$ cat config.mk
export PLATFORM = sky130hd
export DESIGN_NAME = pingpong_ram_dual
export DESIGN_NICKNAME = d
export VERILOG_FILES = /design/src/rtl/pingpong_ram_dual.sv
export SDC_FILE = /design/constraint.sdc
export NUM_CORES = 2
export LEC_CHECK = 0
export CAP_MARGIN = 20
export CORE_ASPECT_RATIO = 2
export CORE_MARGIN = 2
export CORE_UTILIZATION = 60
export CTS_CLUSTER_DIAMETER = 40
export DETAILED_ROUTE_END_ITERATION = 16
export PLACE_DENSITY = 0.76
export RECOVER_POWER = 100
export SYNTH_ARGS = -nofsm -noshare
export SYNTH_HDL_FRONTEND = slang
export SYNTH_SLANG_ARGS = --single-unit
$ cat constraint.sdc
create_clock -name clk -period 3.1 [get_ports clk]
set_clock_uncertainty 0.15 [all_clocks]
set_input_delay 0.62 -clock clk [delete_from_list [all_inputs] [get_ports clk]]
set_output_delay 0.62 -clock clk [all_outputs]
set_load 0.03 [all_outputs]
$ cat src/rtl/pingpong_ram_dual.sv
// -----------------------------------------------------------------------------
// pingpong_ram_dual
// Two-bank (ping-pong) buffer between a producer (port A, write side) and a
// consumer (port B, read side). The producer fills one bank while the consumer
// drains the other; ownership of a bank moves across with one-cycle finish
// strobes. Single clock domain, synchronous active-high reset.
//
// Ports
//   clk        clock, all logic on the rising edge
//   rst        synchronous active-high reset (RAM contents are kept)
//   i_addra    write address inside the current write bank
//   i_wea      write enable (ignored while o_readya is low)
//   i_dina     write data
//   i_finisha  one-cycle strobe: writer has filled the current bank
//   i_addrb    read address inside the current read bank
//   i_finishb  one-cycle strobe: reader has drained the current bank
//   o_readya   current write bank is EMPTY and owned by port A
//   o_doutb    registered read data, one cycle after i_addrb
//   o_readyb   current read bank is FULL and owned by port B
// -----------------------------------------------------------------------------
module pingpong_ram_dual #(
    parameter int AW = 7,
    parameter int DW = 8
) (
    input  logic          clk,
    input  logic          rst,
    input  logic [AW-1:0] i_addra,
    input  logic          i_wea,
    input  logic [DW-1:0] i_dina,
    input  logic          i_finisha,
    input  logic [AW-1:0] i_addrb,
    input  logic          i_finishb,
    output logic          o_readya,
    output logic [DW-1:0] o_doutb,
    output logic          o_readyb
);

    localparam int DEPTH = 2 ** (AW + 1);

    // Both banks live in one array; the bank select is the address MSB.
    logic [DW-1:0] r_mem [0:DEPTH-1];

    logic [1:0]    r_full;
    logic          r_wsel;
    logic          r_rsel;
    logic          r_readya;
    logic          r_readyb;
    logic [DW-1:0] r_doutb;

    logic [1:0]    w_full_nxt;
    logic          w_wsel_nxt;
    logic          w_rsel_nxt;
    logic          w_do_fa;
    logic          w_do_fb;

    // r_readya/r_readyb always equal ~r_full[r_wsel] / r_full[r_rsel];
    // they are kept as flops so the outputs come straight from registers.
    assign o_readya = r_readya;
    assign o_readyb = r_readyb;
    assign o_doutb  = r_doutb;

    // Strobes only count while the matching side owns its bank.
    assign w_do_fa = i_finisha & r_readya;
    assign w_do_fb = i_finishb & r_readyb;

    // Next bank-state: the two strobes always touch different banks
    // (one EMPTY, one FULL), so both updates can be applied together.
    always_comb begin
        w_full_nxt = r_full;
        w_wsel_nxt = r_wsel;
        w_rsel_nxt = r_rsel;
        if (w_do_fa) begin
            w_full_nxt[r_wsel] = 1'b1;
            w_wsel_nxt         = ~r_wsel;
        end else begin
            w_wsel_nxt = r_wsel;
        end
        if (w_do_fb) begin
            w_full_nxt[r_rsel] = 1'b0;
            w_rsel_nxt         = ~r_rsel;
        end else begin
            w_rsel_nxt = r_rsel;
        end
    end

    // Bank ownership registers and the ready flags decoded from next state.
    always_ff @(posedge clk) begin
        if (rst) begin
            r_full   <= 2'b00;
            r_wsel   <= 1'b0;
            r_rsel   <= 1'b0;
            r_readya <= 1'b1;
            r_readyb <= 1'b0;
        end else begin
            r_full   <= w_full_nxt;
            r_wsel   <= w_wsel_nxt;
            r_rsel   <= w_rsel_nxt;
            r_readya <= ~w_full_nxt[w_wsel_nxt];
            r_readyb <= w_full_nxt[w_rsel_nxt];
        end
    end

    // Write port: lands in the current write bank, even when finisha is
    // high in the same cycle (the bank is released after this edge).
    always_ff @(posedge clk) begin
        if (!rst && i_wea && r_readya) begin
            r_mem[{r_wsel, i_addra}] <= i_dina;
        end else begin
            r_mem[{r_wsel, i_addra}] <= r_mem[{r_wsel, i_addra}];
        end
    end

    // Read port: unconditional registered read using the pre-edge rsel.
    always_ff @(posedge clk) begin
        if (rst) begin
            r_doutb <= {DW{1'b0}};
        end else begin
            r_doutb <= r_mem[{r_rsel, i_addrb}];
        end
    end

endmodule

---- Yosys cells after proc, flatten, opt, wreduce, memory -nomap -nowiden ----
Memory sizes are Yosys's and may differ from the RTL's. A register that Yosys moved wholly into a read port is not among the register bits.
Index checks and enable logic that the tools add are counted.
word-level totals
  memory bits (writable) .................. 2048
  memories ................................ 1
  register bits after elaboration ......... 6
  logic and storage cells ................. 44
memory list
  name   words  bits a word  rd ports  clocked after memory_dff  write ports  line  text
  r_mem  256    8            1         1                         1            41    logic [DW-1:0] r_mem [0:DEPTH-1];
cells by class
  reductions and logical operators ........ 6
  $lt $le $gt $ge ......................... 6
  equal/unequal tests ..................... 1
  muxes and demuxes ....................... 16
  bitwise logic cells ..................... 9
operator list
  operator                                                               number
  1-bit two-way mux                                                      11
  1-bit by 2-bit < comparator with 1-bit output (second input constant)  4
  8-bit two-way mux                                                      1
  1-bit logical AND                                                      4
  2-bit two-way mux                                                      2
  1-bit NOT                                                              3
  1-bit bitwise AND                                                      2
  2-bit bitwise AND                                                      1
  1-bit demux with 1-bit select                                          2
  1-bit >= comparator (second input constant)                            2
  2-bit NOT                                                              1
  2-bit OR                                                               1
  2-bit AND reduction                                                    1
  1-bit zero test                                                        1
  0-bit inequality test                                                  1
  1-bit OR                                                               1

---- Logic depth before layout (Yosys ltp) ----
  word-level depth ........................ 11
  gate-level depth with buffers ........... 12

---- Worst setup path before layout ----
OpenSTA, ideal clock, no wires.
  path kind ............................... in2reg
  from .................................... in rst
  to ...................................... mem r_mem[104][0] (enable)
  setup slack ............................. 237 ps
  data arrival time ....................... 2343 ps
  setup time .............................. 370 ps
  cell stages on the path ................. 7
  required time ........................... 2580 ps
  path through ............................ clkbuf_1 > and3b_1 > clkbuf_1 > clkbuf_1 > nand3_1 > clkbuf_1 > nor2_1
on the way
  longest elaborated chain between the ends .. 6
  elaborated cells on any way between the ends .. 8
  those cells by class .................... 3 x mux; 1 x bitwise; 4 x reduce/logical
ends and longest elaborated chain
  element                                                                                line      text
  start: declaration                                                                     26        input logic rst,
  1-bit zero test *                                                                      106       if (!rst && i_wea && r_readya) begin
  1-bit logical AND * (2 in series)                                                      106
  1-bit two-way mux, on equally long branches                                            106, 109
  1-bit two-way mux (implied by the code) / 2-bit AND reduction (equally long branches)  --
  1-bit OR (no source line) *                                                            --
  end: declaration                                                                       41
Every way passes the cells marked *; elsewhere a longest branch is shown, timed or not.

==> results.json <==
{
  "slew_headroom_pct": -82.3,
  "p_total_mw": 55.7,
  "worst_ep_arrival_time_ns": 3.68,
  "wl_per_cell_microns": 34.4,
  "first_global_vias": 44492,
  "synth_edf_count": 2048,
  "yosys-top-cells-area": "edfxtp_1 76%, mux4_2 12%, mux2i_1 3.0%",
  "r2r_cells": 7,
  "worst_pin_slew_ns": 2.74,
  "hold_class": "input pin to flip-flop",
  "cts_tree": "done",
  "violations": "max-capacitance violations, max-slew violations, negative setup slack",
  "grt_start_max_net_pins": 95,
  "path_clk_slew_ns": 0.07,
  "htreeDepth": 4,
  "synthesis.area_sq_um": 80400,
  "crit_type": "input pin to flip-flop",
  "numPortBuffers": 36,
  "startpoint_type": "input pin",
  "ys_seq_area_share_pct": 76.8,
  "clkSinkCount": 2062,
  "drive_above_1_share_pct": 24.3,
  "drv_cap": 8,
  "die_h_microns": 522,
  "power.density_nw_per_um2": 609,
  "postCtsHoldBufs": 0,
  "post-route-util_pct": 68.5,
  "async_flop_share_pct": 0,
  "setup_viol": 1,
  "avgViaCountPerCell": 6.78,
  "grt_pass1_wl_microns": 312000,
  "fillerInstances": 8246,
  "core_area_sq_um": 134000,
  "clock_latency_ns": 0.82,
  "synth_cells": 3876,
  "syn_nets": 3903,
  "die_w_microns": 263,
  "worst_slack_ns": -0.0314,
  "synth_top_cell_by_area": "edfxtp_1",
  "drt_pass1_iterations": 6,
  "hold-path-cell-count": 2,
  "die-area_sq_um": 137000,
  "vias": 43290,
  "numCtsBuffers": 171,
  "areaGrowthSynthToFinish_pct": 13.8,
  "grt-ovfl-total": 0,
  "syn_area_per_cell_sq_um": 20.8,
  "cts_resized": 0,
  "period_share_pct": 101,
  "rsz0062_at_grt": "false",
  "detail-route-antenna-nets": 0,
  "start_util_pct": 60.2,
  "antenna_found_initial": 6,
  "drcViolationCount": 0,
  "endpoint_kind": "flip-flop",
  "hold_violations": 0,
  "worstPathMaxFanout": 21,
  "drt-initial-drc-count": 5327,
  "post-cts-setup-buffers": 0,
  "synth_top_area_share_pct": 76.5,
  "synth.distinct_cells": 66,
  "fmax_mhz": 319,
  "pre_cts_ws_ns": -0.636,
  "maxSlewViolCount": 489,
  "synth_flop_cell": "edfxtp_1",
  "p_leak_nw": 29.3,
  "vdd_drop_max_mv": 0.471,
  "dpl.hpwl_microns": 147000,
  "routed_wl_microns": 220000,
  "io-pin-count": 37,
  "synth-seq-cells": 2062,
  "required_ns": 3.65,
  "fin_crit_ns": 3.13,
  "cts.path.max_buffers": 4,
  "final_nets": 4556,
  "grt_use_total_pct": 32.3,
  "gp_congestion": 0.922,
  "rows": 190,
  "status": "finished, violations left",
  "cts-root-buf": "clkbuf_16",
  "synth_warnings": 0
}
kinds of logic (layout without fill, tap and decap cells):
group / Yosys count / count (layout) / share of synthesized area, %
compound gates: 363 / 363 / 3.19
simple gates: 531 / 531 / 2.91
other cells: 0 / 3 / 0
buf+inv: 242 / 1021 / 1.97
xor+xnor: 2 / 2 / 0.0218
flops: 2062 / 2062 / 76.8
mux: 676 / 676 / 15.1
per-layer routing:
| metal | vias up | GRT usage, % | part of all wire [%] |
|---|---|---|---|
| li1 | 17432 | - | - |
| met1 | 22308 | 34.4 | 30 |
| met2 | 2709 | 57.2 | 52 |
| met3 | 835 | 4.80 | 7.8 |
| met4 | 6 | 26.1 | 9.9 |
| met5 | - | 0 | 0.019 |
power by group:
part	internal, mW	switching, mW
logic	1.28	2.16
clock network	12.0	9.60
registers	30.7	0.0568
total	43.9	11.8
per-stage QoR:
| stage | hold slack [ns] | std cells | area [sq um] | setup TNS (ns) |
|---|---|---|---|---|
| floorplan | 0.354 | 3876 | 80400 | 0 |
| global placement | 0.362 | 6084 | 87600 | -4.50 |
| detailed placement | 0.377 | 6084 | 87600 | -6.70 |
| CTS | 0.117 | 6383 | 93000 | 0 |
| global route | 0.342 | 6384 | 91600 | 0 |
| finish | 0.325 | 6386 | 91600 | -0.0314 |
path summary, 6_finish.rpt:
path	from	end	slack (ns)
setup / recovery	i_addrb[3]	o_doutb[6]$_SDFF_PP0_	-0.03
hold / removal	i_finishb	r_full[1]$_SDFF_PP0_	0.33
setup reg to reg	o_readya$_SDFF_PP1_	r_mem[44][1]$_DFFE_PP_	0.05
hold reg to reg	o_readyb$_SDFF_PP0_	r_full[1]$_SDFF_PP0_	0.38
flip-flops by register name, summed over array words and instances, names as in the netlist:
| name | count |
|---|---|
| r_mem | 2048 |
| o_doutb | 8 |
| r_full | 2 |
| o_readya | 1 |
| o_readyb | 1 |
| r_rsel | 1 |
| r_wsel | 1 |
cell usage in the layout (no fill, tap or decap), drive strengths merged, types with 11 or more instances in the layout:
cell / n
mux4: 428
bufinv: 19
clkbuf: 551
dfxtp: 14
nand2: 72
nor2: 293
a21oi: 48
dlygate4sd3: 12
a22oi: 37
nor3: 37
inv: 11
a211oi: 12
clkinv: 55
edfxtp: 2048
o31ai: 11
mux2i: 238
clkinvlp: 11
nor2b: 15
nand3: 42
o22ai: 63
o21ai: 55
o221ai: 83
nand4: 28
clkdlybuf4s50: 12
buf: 349
critical path, cell delays in order:
cell and delay [ns]:
clkdlybuf4s50_1 0.45, clkinv_1 0.13, buf_4 0.45, nor2_1 0.23
buf_2 0.23, and3_1 0.16, nor3_1 0.73, nand4_1 0.42
o32ai_1 0.24
final cells by class:
cell class	instances	area, sq um	share of cell area (%)
multi-input combinational	1572	17100	18.7
antenna	3	7.51	0.00820
timing repair buffer	716	5040	5.51
sequential	2062	61800	67.5
clock inverter	90	951	1.04
inverter	6	25.0	0.0273
clock buffer	209	4510	4.92
tap	1728	2160	2.36
cell usage after synthesis (5+ instances only):
library cell  instances
mux2_2               10
nand2b_1              6
o22ai_1              63
a22oi_1              37
a31oi_1               8
mux4_2              424
edfxtp_1           2048
nor2b_1              15
nand2_1              72
nor2_1              293
nor3_1               37
buf_8                14
buf_12                9
a21oi_1              48
nand4_1              28
clkbuf_1            117
o22a_1                6
o221ai_1             80
o21ai_0              51
o31ai_1              11
buf_1                10
a22o_1                6
buf_6                34
mux2i_1             238
o32ai_1               6
nand3_1              42
and3_1               10
buf_4                20
or3_1                 5
a211oi_1             12
dfxtp_1              14
and2_1                7
buf_2                31
(Power assumes the default switching activity.)
